==> config.mk <==
export PLATFORM = sky130hd
export DESIGN_NAME = bird_motion_ctrl
export DESIGN_NICKNAME = d
export VERILOG_FILES = /design/src/rtl/bird_motion_ctrl.sv
export SDC_FILE = /design/constraint.sdc
export NUM_CORES = 1
export LEC_CHECK = 0
export ABC_AREA = 1
export ABC_CLOCK_PERIOD_IN_PS = 4810
export CAP_MARGIN = 30
export CORE_MARGIN = 1.5
export CORE_UTILIZATION = 50
export CTS_BUF_LIST = sky130_fd_sc_hd__clkbuf_16
export CTS_CLUSTER_DIAMETER = 80
export CTS_CLUSTER_SIZE = 28
export DETAILED_ROUTE_END_ITERATION = 7
export PLACE_DENSITY_LB_ADDON = 0.08
export SLEW_MARGIN = 20
export SYNTH_ARGS = -nofsm -noshare
export SYNTH_HDL_FRONTEND = slang
export SYNTH_SLANG_ARGS = --single-unit
==> constraint.sdc <==
create_clock -name clk -period 4.81 [get_ports clk]
set_input_delay 0.962 -clock clk [delete_from_list [all_inputs] [get_ports clk]]
set_output_delay 0.962 -clock clk [all_outputs]
set_load 0.02 [all_outputs]
==> src/rtl/bird_motion_ctrl.sv <==
// rtl/bird_motion_ctrl.sv - per-frame bird motion and game-state sequencer
// Optional hover bob in IDLE enabled by defining BIRD_IDLE_BOB_EN.
module bird_motion_ctrl #(
  parameter logic signed [15:0] Y_INIT     = 16'sd200,
  parameter logic signed [15:0] Y_MIN      = 16'sd0,
  parameter logic signed [15:0] Y_GROUND   = 16'sd400,
  parameter logic signed [15:0] GRAVITY    = 16'sd1,
  parameter logic signed [15:0] VEL_MAX    = 16'sd10,
  parameter logic signed [15:0] FLAP_VEL   = -16'sd8,
  parameter logic signed [7:0]  ANGLE_UP   = -8'sd20,
  parameter logic signed [7:0]  ANGLE_MAX  = 8'sd63,
  parameter logic signed [7:0]  ANGLE_STEP = 8'sd3,
  parameter int                 ANIM_DIV   = 6
) (
  input  logic               clk,
  input  logic               rstn,
  input  logic               frame_tick,
  input  logic               start,
  input  logic               flap,
  input  logic               hit,
  output logic signed [15:0] pos_y,
  output logic signed [7:0]  angle,
  output logic [1:0]         bird_status,
  output logic [1:0]         state
);

  typedef enum logic [1:0] {S_IDLE = 2'd0, S_PLAY = 2'd1, S_DYING = 2'd2, S_DEAD = 2'd3} state_t;
  localparam logic [2:0] ANIM_LAST = 3'(ANIM_DIV - 1);

  state_t             state_q;
  logic signed [15:0] vel, vel_g, mv_vel, ny, nxt_pos, nxt_vel, idle_y;
  logic signed [7:0]  ang_g, ang_sum, mv_ang;
  logic [2:0]         cnt, cnt_n;
  logic [1:0]         phase, phase_n, status_n;
  logic               start_pend, flap_pend, hit_pend;
  logic               start_now, flap_now, hit_now, do_flap, grounded;

  // A request arriving on the tick cycle itself is honoured by that tick.
  assign start_now = start_pend | start;
  assign flap_now  = flap_pend | flap;
  assign hit_now   = hit_pend | hit;
  assign state     = state_q;

  always_comb begin
    vel_g = vel + GRAVITY;
    if (vel_g > VEL_MAX) vel_g = VEL_MAX;
    ang_g = angle;
    if (!vel_g[15]) begin
      ang_sum = angle + ANGLE_STEP;
      ang_g   = (ang_sum > ANGLE_MAX) ? ANGLE_MAX : ang_sum;
    end else begin
      ang_sum = angle;
    end
    do_flap = flap_now && (state_q == S_IDLE || state_q == S_PLAY);
    mv_vel  = do_flap ? FLAP_VEL : vel_g;
    mv_ang  = do_flap ? ANGLE_UP : ang_g;
    ny      = pos_y + mv_vel;
    nxt_pos  = ny;
    nxt_vel  = mv_vel;
    grounded = 1'b0;
    if (ny < Y_MIN) begin
      nxt_pos = Y_MIN;
      nxt_vel = 16'sd0;
    end else if (ny >= Y_GROUND) begin
      nxt_pos  = Y_GROUND;
      nxt_vel  = 16'sd0;
      grounded = 1'b1;
    end
    if (cnt == ANIM_LAST) begin
      cnt_n   = 3'd0;
      phase_n = phase + 2'd1;
    end else begin
      cnt_n   = cnt + 3'd1;
      phase_n = phase;
    end
    case (phase_n)
      2'd1, 2'd3: status_n = 2'd1;
      2'd2:       status_n = 2'd2;
      default:    status_n = 2'd0;
    endcase
`ifdef BIRD_IDLE_BOB_EN
    case (phase_n)
      2'd1:    idle_y = Y_INIT - 16'sd2;
      2'd3:    idle_y = Y_INIT + 16'sd2;
      default: idle_y = Y_INIT;
    endcase
`else
    idle_y = Y_INIT;
`endif
  end

  always_ff @(posedge clk or negedge rstn) begin
    if (!rstn) begin
      pos_y       <= Y_INIT;
      vel         <= 16'sd0;
      angle       <= 8'sd0;
      bird_status <= 2'd0;
      state_q     <= S_IDLE;
      cnt         <= 3'd0;
      phase       <= 2'd0;
      start_pend  <= 1'b0;
      flap_pend   <= 1'b0;
      hit_pend    <= 1'b0;
    end else begin
      if (frame_tick) begin
        start_pend <= 1'b0;
        flap_pend  <= 1'b0;
        hit_pend   <= 1'b0;
      end else begin
        start_pend <= start_now;
        flap_pend  <= flap_now;
        hit_pend   <= hit_now;
      end
      if (frame_tick) begin
        case (state_q)
          S_IDLE: begin
            cnt         <= cnt_n;
            phase       <= phase_n;
            bird_status <= status_n;
            if (do_flap) begin
              state_q <= S_PLAY;
              pos_y   <= nxt_pos;
              vel     <= nxt_vel;
              angle   <= mv_ang;
            end else begin
              pos_y <= idle_y;
              vel   <= 16'sd0;
              angle <= 8'sd0;
            end
          end
          S_PLAY: begin
            cnt         <= cnt_n;
            phase       <= phase_n;
            bird_status <= status_n;
            if (hit_now) begin
              state_q <= S_DYING;
            end else begin
              pos_y <= nxt_pos;
              vel   <= nxt_vel;
              angle <= mv_ang;
              if (grounded) state_q <= S_DEAD;
            end
          end
          S_DYING: begin
            pos_y <= nxt_pos;
            vel   <= nxt_vel;
            angle <= mv_ang;
            if (grounded) state_q <= S_DEAD;
          end
          default: begin
            if (start_now) begin
              state_q     <= S_IDLE;
              pos_y       <= Y_INIT;
              vel         <= 16'sd0;
              angle       <= 8'sd0;
              cnt         <= 3'd0;
              phase       <= 2'd0;
              bird_status <= 2'd0;
            end
          end
        endcase
      end
    end
  end

endmodule

==> impl_summary.md <==
Die
The die span in y is between 90 and 100 um. The floorplan step defined a die boundary enclosing 8292 sq um. The number of placement rows is 31. The area of the core is 7370 sq um. During I/O placement, the number of pins put on the boundary was 34. The initial core utilization is 0.5261. In this run the horizontal extent of the chip is 91.06 um.

Setup path
The most common cell type on the critical path is nand2_1. Along the worst path, the maximum fanout reaches 10. The worst setup path is launched from a flip-flop. The worst setup path is captured at a flip-flop. For the worst setup path, the data required time is roughly 5 ns. On the worst path, the slowest cell contributes a delay of roughly 0.44 ns.

The startpoint identified for the worst register-to-register timing path is vel[0]. The type of the worst setup path is flip-flop to flip-flop. The depth of the most critical reg-to-reg path is 31. In this run the worst setup path begins at vel[0]. Data on the critical path arrives at its endpoint at between 4 and 5 ns. The setup check on the worst reg-to-reg path leaves a slack of roughly 0.48 ns. The largest individual stage delay along the critical path comes from the cell dfrtp_2. The terminus of the critical flop-to-flop path is vel[14].

Route
The routed wire length is ~10 mm. The post-route DRC violation count is 0. After detailed routing, the average wire length per cell comes to between 10 and 15 um.

The first TritonRoute pass finished after 5 iterations. The via count is about 3700. The count of nets left with antenna violations once routing finished came out at 0.

After detailed routing, the number of vias per cell comes to ~5.3. The detailed router's first-iteration violation count is about 200.

Synth
The post-synthesis register bit count is 50. The post-synthesis instance area is slightly below 4000 sq um. A synthesized cell averages 6.839 sq um. Of the synthesized area, sequential elements account for 0.3237.

The most used flip-flop cell after synthesis is dfrtp_1. The synthesized netlist contains 43 unique library cells. During synthesis, Yosys emitted a total of 0 warnings. The fraction of synthesis flops using an asynchronous set or reset pin is 1.000. The number of flops mapped to enable cells by yosys is 0.

The synthesized instance count is 567. The total nets after synthesis is just under 600.

Timing
The minimum clock period is 4.331 ns. Between clock sinks in the finished design, the worst skew comes to approximately 0.0077 ns. The setup TNS after final layout is 0 ns.

The number of hold-slack violations in the final timing report came to 0. The worst pin sits at a relative slew slack of 0.5425. Setup violations remaining at the end of the flow were counted as 0. The number of pins with negative max-slew slack in the final report came to 0. Setup repair after global routing left no endpoint under its margin.

The actual slew at the worst max-slew pin is approximately 0.69 ns. Dividing the final minimum period by the clock period gives 0.9003. The maximum clock frequency is about 230 MHz.

Hold path
The destination of the worst hold path is bird_status[1]. The worst hold path was traced through 2 stages. The startpoint identified for the worst hold timing path is bird_status[1]. The classification of the worst-slack hold path is flip-flop to flip-flop.

Cells and area
The count of inserted antenna diode cells is 0. Leaving out fill and tap cells, the most frequent cells in the layout are nand2_1, inv_1, nor2_1, dfrtp_1, nand3_1. The leading cell type in the layout, fill and taps excluded is nand2_1. The total number of nets in the final design is 636.

The count of cells in the finished layout, fillers not included, comes to roughly 710. The synthesis-to-finish area growth is 15.68%. Of the cells placed in the final design, the portion with a size suffix greater than 1 is 0.1054.

Power
The power density of the placed cells is 558.2 nW/um^2. The largest voltage drop on the vdd net is 289.9 uV. The cell leakage power is 2.414 nW.

Global route
The number of antenna violations at the first check in global routing is 0. Global routing finished with a remaining overflow of 0. The total routing resource utilization after global routing is 0.2571.

The wire length of the first global-routing pass is 17.13 mm. The via count of the first global-routing pass is around 3600. Entering global routing, the biggest net connects a little over 50 pins.

Clock tree
The clock transition time at the flip-flop clock pins of the worst setup and hold paths is around 0.070 ns. The longest clock path from root to sink contains 2 buffers. The root cell of the clock tree is clkbuf_16. The maximum level of the CTS H-tree is 2. In this run, CTS created clock tree buffers numbering 5.

The number of hold buffers added after CTS was 0. TritonCTS built the clock tree. The clock latency of the later-clocked register in the worst-skew pair is 0.29 ns. The total number of clock tree sinks is 50.

Placed design
The number of buffer cells added on primary ports is 32. The number of cells in the design after placement is 694. The weighted congestion at the end of routability-driven global placement is slightly above 0.9. The placed wire-length estimate is 7.629 mm.

Status
The flow ran to the end, and the final reports show no timing, DRC or antenna violations.

Run
The number of max-cap violations is 0.
[sequential cells by signal, indices dropped and copies added (netlist names)]
signal	flops
angle	8
bird_status	2
cnt	3
flap_pend	1
hit_pend	1
phase	1
pos_y	15
start_pend	1
state	2
vel	16
[report_power, final]
group          internal, W  switching [W]  leakage, nW
Clock             0.000193       0.000166       0.0754
Sequential        0.000515      0.0000912        0.664
Combinational     0.000557       0.000982         1.68
[worst max-delay path: cells and delay by family, from the launching register on]
family | cells | cell delay (ns)
and+or+nand+nor | 22 | 2.26
adders and majority gates | 3 | 0.85
buffers and inverters | 4 | 0.44
DFF | 1 | 0.44
xor gates and xnor gates | 1 | 0.19
AOI/OAI and AO/OA | 1 | 0.08
[routing by layer]
layer / share of wire / track usage / up-vias
met5: 0 / 0 / -
met4: 0.015 / 0.05990 / 0
met3: 0.055 / 0.03099 / 14
met2: 0.47 / 0.4266 / 108
met1: 0.46 / 0.3569 / 1735
li1: - / - / 1876
[through the flow]
| stage | cell area, sq um | worst slack, ns | utilization | hold WS, ns | total power, W |
|---|---|---|---|---|---|
| after floorplan | 3877 | 1.085 | - | 0.4574 | 0.001695 |
| after global placement | 4300 | 0.4272 | 0.5835 | 0.4693 | 0.002126 |
| after detailed placement | 4300 | 0.2255 | 0.5835 | 0.4730 | 0.002137 |
| after CTS | 4443 | 0.3097 | 0.6029 | 0.4914 | 0.002505 |
| after global routing | 4486 | 0.01492 | 0.6087 | 0.5139 | 0.002738 |
| final | 4486 | 0.4795 | 0.6087 | 0.4815 | 0.002504 |
[synthesized netlist by cell type (4+ instances only)]
cell,instances,area share
nor2_2,6,0.0097
nand3_1,40,0.052
nand2_1,168,0.16
nand4_1,10,0.016
inv_1,83,0.080
ha_1,23,0.074
nor3_1,7,0.0090
o21ai_0,13,0.017
a21oi_1,16,0.021
o22ai_1,8,0.013
nor2_1,55,0.053
nand2_2,20,0.032
xor2_1,17,0.038
o21ai_1,5,0.0065
clkbuf_1,4,0.0039
dfrtp_1,47,0.30
[cell type report]
cell class / instances / area [sq um]
flip-flops and latches: 50 / 1256
well taps: 99 / 123.9
repair buffers: 41 / 382.9
clock buffers: 5 / 125.1
clock inverters: 3 / 17.52
multi-input cells: 421 / 2251
inverters: 87 / 329.1
fillers: 721 / 2884
[worst max-delay path by stage]
| stage | to |
|---|---|
| global route | vel[8] |
| global placement | vel[14] |
| finish | vel[14] |
| floorplan | vel[7] |
| CTS | vel[14] |
| detailed placement | vel[14] |
[what timing repair did]
action / CTS / global route
setup buffers: 0 / 4
gates resized for setup: 0 / 4
setup endpoints to repair: 0 / 25
[logic make-up (layout without fill, tap and decap cells)]
family                   after synthesis  count (layout)  share of synthesized area
buffers and inverters                 96             136                    0.09874
AO/OA/AOI/OAI                         61              61                    0.09681
other                                  1               1                  0.0009671
adder cells (fa/ha/maj)               24              24                    0.07938
XOR/XNOR                              18              18                    0.04066
AND/OR/NAND/NOR                      317             317                     0.3598
flip-flops                            50              50                     0.3237
No activity file was read; power rests on OpenSTA's default activity.
